--- config.mk ---
export PLATFORM = sky130hd
export DESIGN_NAME = mc_main_fsm
export DESIGN_NICKNAME = d
export VERILOG_FILES = /design/src/rtl/mc_main_fsm_pkg.sv /design/src/rtl/mc_main_fsm_mul_counter.sv /design/src/rtl/mc_main_fsm.sv
export SDC_FILE = /design/constraint.sdc
export NUM_CORES = 1
export LEC_CHECK = 0
export BUFFER_PORTS_ARGS = -buffer_cell sky130_fd_sc_hd__buf_2
export CAP_MARGIN = 20
export CELL_PAD_IN_SITES_DETAIL_PLACEMENT = 1
export CELL_PAD_IN_SITES_GLOBAL_PLACEMENT = 2
export CORE_ASPECT_RATIO = 1.4
export CORE_MARGIN = 2
export CORE_UTILIZATION = 24
export CTS_CLUSTER_DIAMETER = 40
export DETAILED_ROUTE_END_ITERATION = 10
export GPL_ROUTABILITY_DRIVEN = 0
export PLACE_DENSITY_LB_ADDON = 0.1
export SYNTH_ARGS = -nofsm -noshare
export SYNTH_HDL_FRONTEND = slang
export SYNTH_SLANG_ARGS = --single-unit
--- constraint.sdc ---
create_clock -name clk -period 1.53 [get_ports clk]
set_input_delay 0.0765 -clock clk [delete_from_list [all_inputs] [get_ports clk]]
set_output_delay 0.0765 -clock clk [all_outputs]
set_load 0.05 [all_outputs]
--- src/rtl/mc_main_fsm_pkg.sv ---
// Shared encodings for the multicycle ARM main-control FSM: states, mux selects,
// ALU operation codes and instruction opcode fields.
package mc_main_fsm_pkg;

  typedef enum logic [3:0] {
    S_FETCH    = 4'd0,
    S_DECODE   = 4'd1,
    S_MEMADR   = 4'd2,
    S_MEMREAD  = 4'd3,
    S_MEMWB    = 4'd4,
    S_MEMWRITE = 4'd5,
    S_EXECUTER = 4'd6,
    S_EXECUTEI = 4'd7,
    S_ALUWB    = 4'd8,
    S_BRANCH   = 4'd9,
    S_MULEX    = 4'd10,
    S_MULWB    = 4'd11
  } state_t;

  localparam logic [1:0] ALUOP_ADD = 2'b00;
  localparam logic [1:0] ALUOP_DP  = 2'b01;
  localparam logic [1:0] ALUOP_MUL = 2'b10;

  localparam logic [1:0] SRCA_RD1    = 2'b00;
  localparam logic [1:0] SRCA_PC     = 2'b01;
  localparam logic [1:0] SRCA_ALUOUT = 2'b10;

  localparam logic [1:0] SRCB_RD2  = 2'b00;
  localparam logic [1:0] SRCB_IMM  = 2'b01;
  localparam logic [1:0] SRCB_FOUR = 2'b10;

  localparam logic [1:0] RES_ALUOUT    = 2'b00;
  localparam logic [1:0] RES_DATA      = 2'b01;
  localparam logic [1:0] RES_ALURESULT = 2'b10;

  localparam logic [1:0] OP_DP  = 2'b00;
  localparam logic [1:0] OP_MEM = 2'b01;
  localparam logic [1:0] OP_BR  = 2'b10;

  localparam logic [3:0] MULOP_MUL = 4'b1001;

endpackage

--- src/rtl/mc_main_fsm_mul_counter.sv ---
// Multiply-latency counter: loaded with 1 on start, counts while running and
// flags done on the last MULEX cycle, clearing itself as the FSM leaves MULEX.
module mc_mul_counter #(
  parameter int unsigned MUL_CYCLES = 4
) (
  input  logic clk,
  input  logic reset,
  input  logic i_start,
  input  logic i_run,
  output logic o_done
);
  localparam logic [3:0] LP_LAST = 4'(MUL_CYCLES);

  logic [3:0] r_cnt;

  assign o_done = i_run && (r_cnt == LP_LAST);

  always_ff @(posedge clk) begin
    if (reset)        r_cnt <= 4'd0;
    else if (i_start) r_cnt <= 4'd1;
    else if (o_done)  r_cnt <= 4'd0;
    else if (i_run)   r_cnt <= r_cnt + 4'd1;
  end

endmodule

--- src/rtl/mc_main_fsm.sv ---
// Main-control FSM of the multicycle ARM core with memory ready handshake,
// iterative multiply and illegal-opcode detection.
module mc_main_fsm
  import mc_main_fsm_pkg::*;
#(
  parameter int unsigned MUL_CYCLES  = 4,
  parameter bit          MEM_WAIT_EN = 1'b1
) (
  input  logic       clk,
  input  logic       reset,
  input  logic [1:0] Op,
  input  logic [5:0] Funct,
  input  logic [3:0] MulOp,
  input  logic       mem_ready,
  output logic       NextPC,
  output logic       IRWrite,
  output logic       AdrSrc,
  output logic [1:0] ALUSrcA,
  output logic [1:0] ALUSrcB,
  output logic [1:0] ResultSrc,
  output logic       RegW,
  output logic       MemW,
  output logic       Branch,
  output logic [1:0] ALUOp,
  output logic       mul_busy,
  output logic       illegal_op
);

  state_t r_state, w_next;
  logic   w_rdy, w_mul_start, w_mul_run, w_mul_done;

  assign w_rdy       = MEM_WAIT_EN ? mem_ready : 1'b1;
  assign w_mul_run   = (r_state == S_MULEX);
  assign w_mul_start = (r_state == S_DECODE) && (Op == OP_DP) &&
                       (Funct[5:1] == 5'b00000) && (MulOp == MULOP_MUL);

  mc_mul_counter #(.MUL_CYCLES(MUL_CYCLES)) u_mul_cnt (
    .clk     (clk),
    .reset   (reset),
    .i_start (w_mul_start),
    .i_run   (w_mul_run),
    .o_done  (w_mul_done)
  );

  always_ff @(posedge clk) begin
    if (reset) r_state <= S_FETCH;
    else       r_state <= w_next;
  end

  always_comb begin
    w_next     = r_state;
    NextPC     = 1'b0;
    IRWrite    = 1'b0;
    AdrSrc     = 1'b0;
    ALUSrcA    = SRCA_RD1;
    ALUSrcB    = SRCB_RD2;
    ResultSrc  = RES_ALUOUT;
    RegW       = 1'b0;
    MemW       = 1'b0;
    Branch     = 1'b0;
    ALUOp      = ALUOP_ADD;
    mul_busy   = 1'b0;
    illegal_op = 1'b0;
    case (r_state)
      S_FETCH: begin
        ALUSrcA   = SRCA_PC;
        ALUSrcB   = SRCB_FOUR;
        ResultSrc = RES_ALURESULT;
        IRWrite   = w_rdy;
        NextPC    = w_rdy;
        if (w_rdy) w_next = S_DECODE;
      end
      S_DECODE: begin
        ALUSrcA   = SRCA_PC;
        ALUSrcB   = SRCB_FOUR;
        ResultSrc = RES_ALURESULT;
        case (Op)
          OP_MEM: w_next = S_MEMADR;
          OP_BR:  w_next = S_BRANCH;
          OP_DP: begin
            if (w_mul_start)   w_next = S_MULEX;
            else if (Funct[5]) w_next = S_EXECUTEI;
            else               w_next = S_EXECUTER;
          end
          default: begin
            illegal_op = 1'b1;
            w_next     = S_FETCH;
          end
        endcase
      end
      S_MEMADR: begin
        ALUSrcB = SRCB_IMM;
        w_next  = Funct[0] ? S_MEMREAD : S_MEMWRITE;
      end
      S_MEMREAD: begin
        AdrSrc = 1'b1;
        if (w_rdy) w_next = S_MEMWB;
      end
      S_MEMWB: begin
        ResultSrc = RES_DATA;
        RegW      = 1'b1;
        w_next    = S_FETCH;
      end
      // MemW holds through wait states so the write stays stable until accepted
      S_MEMWRITE: begin
        AdrSrc = 1'b1;
        MemW   = 1'b1;
        if (w_rdy) w_next = S_FETCH;
      end
      S_EXECUTER: begin
        ALUOp  = ALUOP_DP;
        w_next = S_ALUWB;
      end
      S_EXECUTEI: begin
        ALUSrcB = SRCB_IMM;
        ALUOp   = ALUOP_DP;
        w_next  = S_ALUWB;
      end
      S_ALUWB: begin
        RegW   = 1'b1;
        w_next = S_FETCH;
      end
      S_BRANCH: begin
        ALUSrcA   = SRCA_ALUOUT;
        ALUSrcB   = SRCB_IMM;
        ResultSrc = RES_ALURESULT;
        Branch    = 1'b1;
        w_next    = S_FETCH;
      end
      S_MULEX: begin
        ALUOp    = ALUOP_MUL;
        mul_busy = 1'b1;
        if (w_mul_done) w_next = S_MULWB;
      end
      S_MULWB: begin
        RegW   = 1'b1;
        w_next = S_FETCH;
      end
      default: w_next = S_FETCH;
    endcase
    // Strobes are suppressed while reset is held so nothing escapes an abandoned instruction
    if (reset) begin
      NextPC     = 1'b0;
      IRWrite    = 1'b0;
      RegW       = 1'b0;
      MemW       = 1'b0;
      Branch     = 1'b0;
      illegal_op = 1'b0;
    end
  end

endmodule

* Word-level counts from Yosys, hierarchy flattened
Cells that the tools add are included.
** Storage, ports and cells
- Flip-flop bits (word level) :: 8
- Input bits :: 15
- Output and inout port bits :: 16
- Word-level logic and storage cells :: 69
** Operators by class
- Add/subtract/negate cells :: 1
- Eq/ne operators :: 19
- Mux-type cells :: 29
- Reduce and logical (&&, ||, !) cells :: 17
** Operators with widths (count)
- $pmux W4 S7 :: 1
- $eq A4 B3 Y1 const B :: 5
- $eq A4 B4 Y1 const B :: 5
- $mux W4 :: 5
- $mux W1 :: 17
- $pmux W2 S2 :: 4
- $reduce_or A3 Y1 :: 5
- $pmux W4 S3 :: 1
- $eq A4 B2 Y1 const B :: 2
- $ne A2 B2 Y1 const B :: 4
- $reduce_or A2 Y1 :: 3
- $logic_not A5 Y1 :: 1
- $add A4 B1 Y4 const B :: 1
- $eq A4 B1 Y1 const B :: 1
- $logic_and A1 B1 Y1 :: 4
- $logic_not A4 Y1 :: 1
- $reduce_and A4 Y1 :: 1
- $mux W3 :: 1
- $reduce_bool A3 Y1 :: 1
- $eq A2 B1 Y1 const B :: 1
- $eq A2 B2 Y1 const B :: 1
- $logic_not A2 Y1 :: 1

* Longest topological paths before layout
- Depth after elaboration :: 7
- Depth in mapped cells :: 6
- Mapped depth without buffers :: 6

* Hierarchy
Synthesis repeated with hierarchy kept, for this count alone.
** Second synthesis, totals
- Cell total of the unflattened synthesis :: 100
- Area total of the unflattened synthesis :: 737.0 µm²
** By module, submodules not included
- mc_main_fsm :: instances 1, cells an instance 79, area each 528.0 µm², seq. area each 80.1 µm²
- mc_mul_counter :: instances 1, cells an instance 21, area each 209.0 µm², seq. area each 80.1 µm²

* Worst setup path after synthesis
No wires, ideal clock.
- Kind :: register to output
- From :: reg r_state[1]
- To :: out NextPC
- Arrival time :: 3.548 ns
- Path slack :: -2.094 ns
- Cell stages (with the launch flop) :: 6
- Buffers on the path :: 3
- Cell sequence :: dfxtp_1 > buf_2 > buf_1 > nor2_1 > nor4b_1 > buf_4
** On the way
- Longest elaborated chain between the ends :: 3
** RTL lines
- from (decl) :: RTL line mc_main_fsm.sv:29 : state_t r_state, w_next;
- from (signal assigned) :: RTL line mc_main_fsm.sv:47 : else r_state <= w_next;
- $logic_not A4 Y1
- $mux W1 (2 in a row)
- to (decl) :: RTL line mc_main_fsm.sv:15 : output logic NextPC,
Every way passes these cells.

* Worst setup path after layout
- From :: reg r_state[2]
- To :: out NextPC
** On the way
- Longest elaborated chain between the ends :: 3
** RTL lines
- $logic_not A4 Y1 :: RTL line mc_main_fsm.sv:64 : case (r_state)
- $mux W1 :: RTL line mc_main_fsm.sv:64
- $mux W1 :: RTL line mc_main_fsm.sv:142 : if (reset) begin
Every way passes these cells.

==> results_dict.tcl <==
set metrics [dict create \
    status "finished clean" \
    syn_area_per_cell_um2 7.32 \
    synth_top_family_by_area "simple AND/OR/NAND/NOR gates" \
    drive_gt1_share_pct 52.0 \
    grt_pass1_wl_mm 4.64 \
    yosys.area.top_type "dfxtp_1" \
    die_h_um 70.0 \
    tritoncts "yes" \
    synthTopCellsByArea "dfxtp_1 (21%), nor2_1 (7.0%), nor3_1 (4.0%)" \
    coreArea_um2 3030 \
    overflow 0 \
    worst-setup-path-type "flip-flop to output port" \
    dp_slack_ns -0.00460 \
    start_util_pct 24.6 \
    tightestPinTransition_ns 0.365 \
    p_switching_uw 428 \
    min_path_type "primary input to flip-flop" \
    finalClockSkew_ns 0.00523 \
    crit_arrival_ns 1.43 \
    drc 0 \
    hold_viol 0 \
    ctsRootBufferMaster "clkbuf_8" \
    detail-route-antenna-nets 0 \
    p_comb_share_pct 51.5 \
    synth_mux_area_share_pct 2.85 \
    rsz0062_at_grt "yes" \
    fp.dieW_um 51.2 \
    max_slew_margin_pct 75.3 \
    nNetsFinal 167 \
    p_total_uw 1060 \
    cp-end-kind "output port" \
    drt_iter0_drc 9 \
    slew_viol_final 0 \
    num_antenna_cells 0 \
    async_flop_share_pct 0 \
    ys.flop_type "dfxtp_1" \
    ys_seq_area_share_pct 21.4 \
    area_delta_synth_final_pct 72.2 \
    path_clk_slew_ns 0.05 \
    fin_ws_ns 0.0215 \
    worstPathMaxFanout 6 \
    fin_util_pct 42.4 \
    syn_nets 119 \
    setup_viol 0 \
    cts_buffers 3 \
    ios 31 \
    firstDrtPassIters 4 \
    dp.final_hpwl_mm 2.25 \
    crit_required_ns 1.45 \
    cp-start-kind "flip-flop" \
    vias_per_cell 5.01 \
    drt-total-wl_mm 2.86 \
    synth_area_um2 747 \
    period_share_pct 98.6 \
    power_density_nw_per_um2 823 \
    swShare_pct 40.5 \
    synth-compound-area-share_pct 19.9 \
    ir_drop_v 0.000343 \
    grt_pass1_vias 969 \
    grt_max_degree 13 \
    netlist_instances 102 \
    ys_ff_latch 8 \
    placement.io_buffers 30 \
    htree_levels 1 \
    synthSimpleGateAreaFrac_pct 37.9 \
    synth_cell_types 42 \
    maxCapViolations 0 \
    fin_crit_ns 1.51 \
    die_area_um2 3580 \
    yosysWarnings 0 \
    synthAdderAreaFrac_pct 3.35 \
    synth_edf_count 0 \
    synth_top_area_share_pct 21.4 \
    final_cell_area_um2 1290 \
    clockBufferDepth 2 \
    track_usage_pct 17.3 \
    row_count 24 \
    antenna_found_initial 0 \
    fillCellCount 382 \
    synthXorXnorAreaFrac_pct 4.69 \
    wl_per_cell_um 15.3 \
    cts_sinks 8 \
    vias 936 \
    max_clock_freq_mhz 663 \
    dpl_cell_area_um2 1130 \
    clock_latency_ns 0.24 \
    p_int_uw 630 \
    p_leak_uw 0.000550 \
    pwr-share-seq_pct 23.3 \
    pwr-share-clk_pct 25.1 \
]
[sequential cells by signal, indices dropped and copies added, names as in the netlist]
signal / count
r_state: 4
u_mul_cnt.r_cnt: 4
[timing repair]
item,in CTS,in global routing
hold buffers,0,0
setup buffers,2,3
pin swaps,2,4
endpoints found under the setup margin,15,8
resized for setup,15,11
[placed cells by master (no fill, tap or decap), types with 2 or more instances in the layout]
cell type / n
inv_1: 6
a21oi_1: 3
dfxtp_4: 4
o22ai_1: 2
xnor2_1: 2
buf_4: 22
dfxtp_1: 4
buf_2: 23
nor2b_1: 3
nor3_4: 2
buf_6: 6
nor2_1: 10
nor2_4: 3
xor2_1: 2
nor3_1: 3
ha_1: 2
nor4_1: 2
and3b_1: 2
nand2_1: 6
nand2b_1: 3
a32o_1: 2
clkbuf_8: 3
a31oi_1: 3
[routing by layer]
metal  global-route usage, %  vias to the layer above  share of wire [%]
met5                       0                        -                  0
met4                    10.5                        0                1.9
met3                    1.50                        4                1.9
met2                    29.7                       13                 57
met1                    20.0                      459                 39
li1                        -                      460                  -
[cells in the mapped netlist (2+ instances only)]
library cell	count
nor2_1	14
o21ai_0	2
buf_2	4
clkbuf_1	2
ha_1	2
nor3_1	6
xor2_1	2
a21oi_1	4
nand2b_1	4
a32o_1	2
a31oi_1	3
nor2b_1	3
nor4b_1	2
inv_1	6
xnor2_1	2
o22ai_1	2
buf_4	2
and3b_1	2
nor4_1	3
nand2_1	6
dfxtp_1	8
[path summary, 6_finish.rpt]
check / startpoint / endpoint / slack [ns] / cells after the start
max: r_state[2]$_SDFFE_PP0P_ / NextPC / 0.02 / 4
min: reset / u_mul_cnt.r_cnt[0]$_SDFFE_PP0P_ / 0.20 / 2
max reg2reg: u_mul_cnt.r_cnt[0]$_SDFFE_PP0P_ / r_state[2]$_SDFFE_PP0P_ / 0.06 / 6
min reg2reg: u_mul_cnt.r_cnt[3]$_SDFFE_PP0P_ / u_mul_cnt.r_cnt[3]$_SDFFE_PP0P_ / 0.51 / 2
[through the flow]
stage          cells  setup TNS, ns  hold slack, ns
2_1_floorplan    102          -1.06           0.248
3_3_place_gp     179        -0.0165           0.442
3_5_place_dp     179       -0.00460           0.444
4_1_cts          184       -0.00256           0.198
5_1_grt          187         -0.132           0.201
6_report         187              0           0.199
[logic make-up after synthesis]
group	Yosys count
xor gates and xnor gates	4
adders and majority gates	2
DFF	8
muxes	2
buffers and inverters	16
and+or+nand+nor	49
AOI/OAI and AO/OA	21
[area by class of cell]
cell class / count / area (um^2) / area share [%]
tap: 39 / 48.8 / 3.79
sequential: 8 / 175 / 13.6
clock buffer: 3 / 41.3 / 3.21
multi-input combinational: 78 / 623 / 48.4
inverter: 6 / 22.5 / 1.75
timing repair buffer: 53 / 375 / 29.2
[power by group through the flow]
| stage | sequential [uW] | clock [uW] | combinational (uW) |
|---|---|---|---|
| after floorplan | 238 | 0 | 343 |
| after global placement | 251 | 0 | 478 |
| after detailed placement | 252 | 0 | 478 |
| after CTS | 248 | 272 | 510 |
| after global routing | 247 | 284 | 584 |
| final | 247 | 266 | 545 |
[critical path, stage by stage (launching register included)]
cell,delay [ns]
dfxtp_4,0.36
or2_4,0.29
nor2_4,0.09
nor4b_4,0.25
buf_6,0.20
Note: power is estimated with default switching activity, not from simulation.
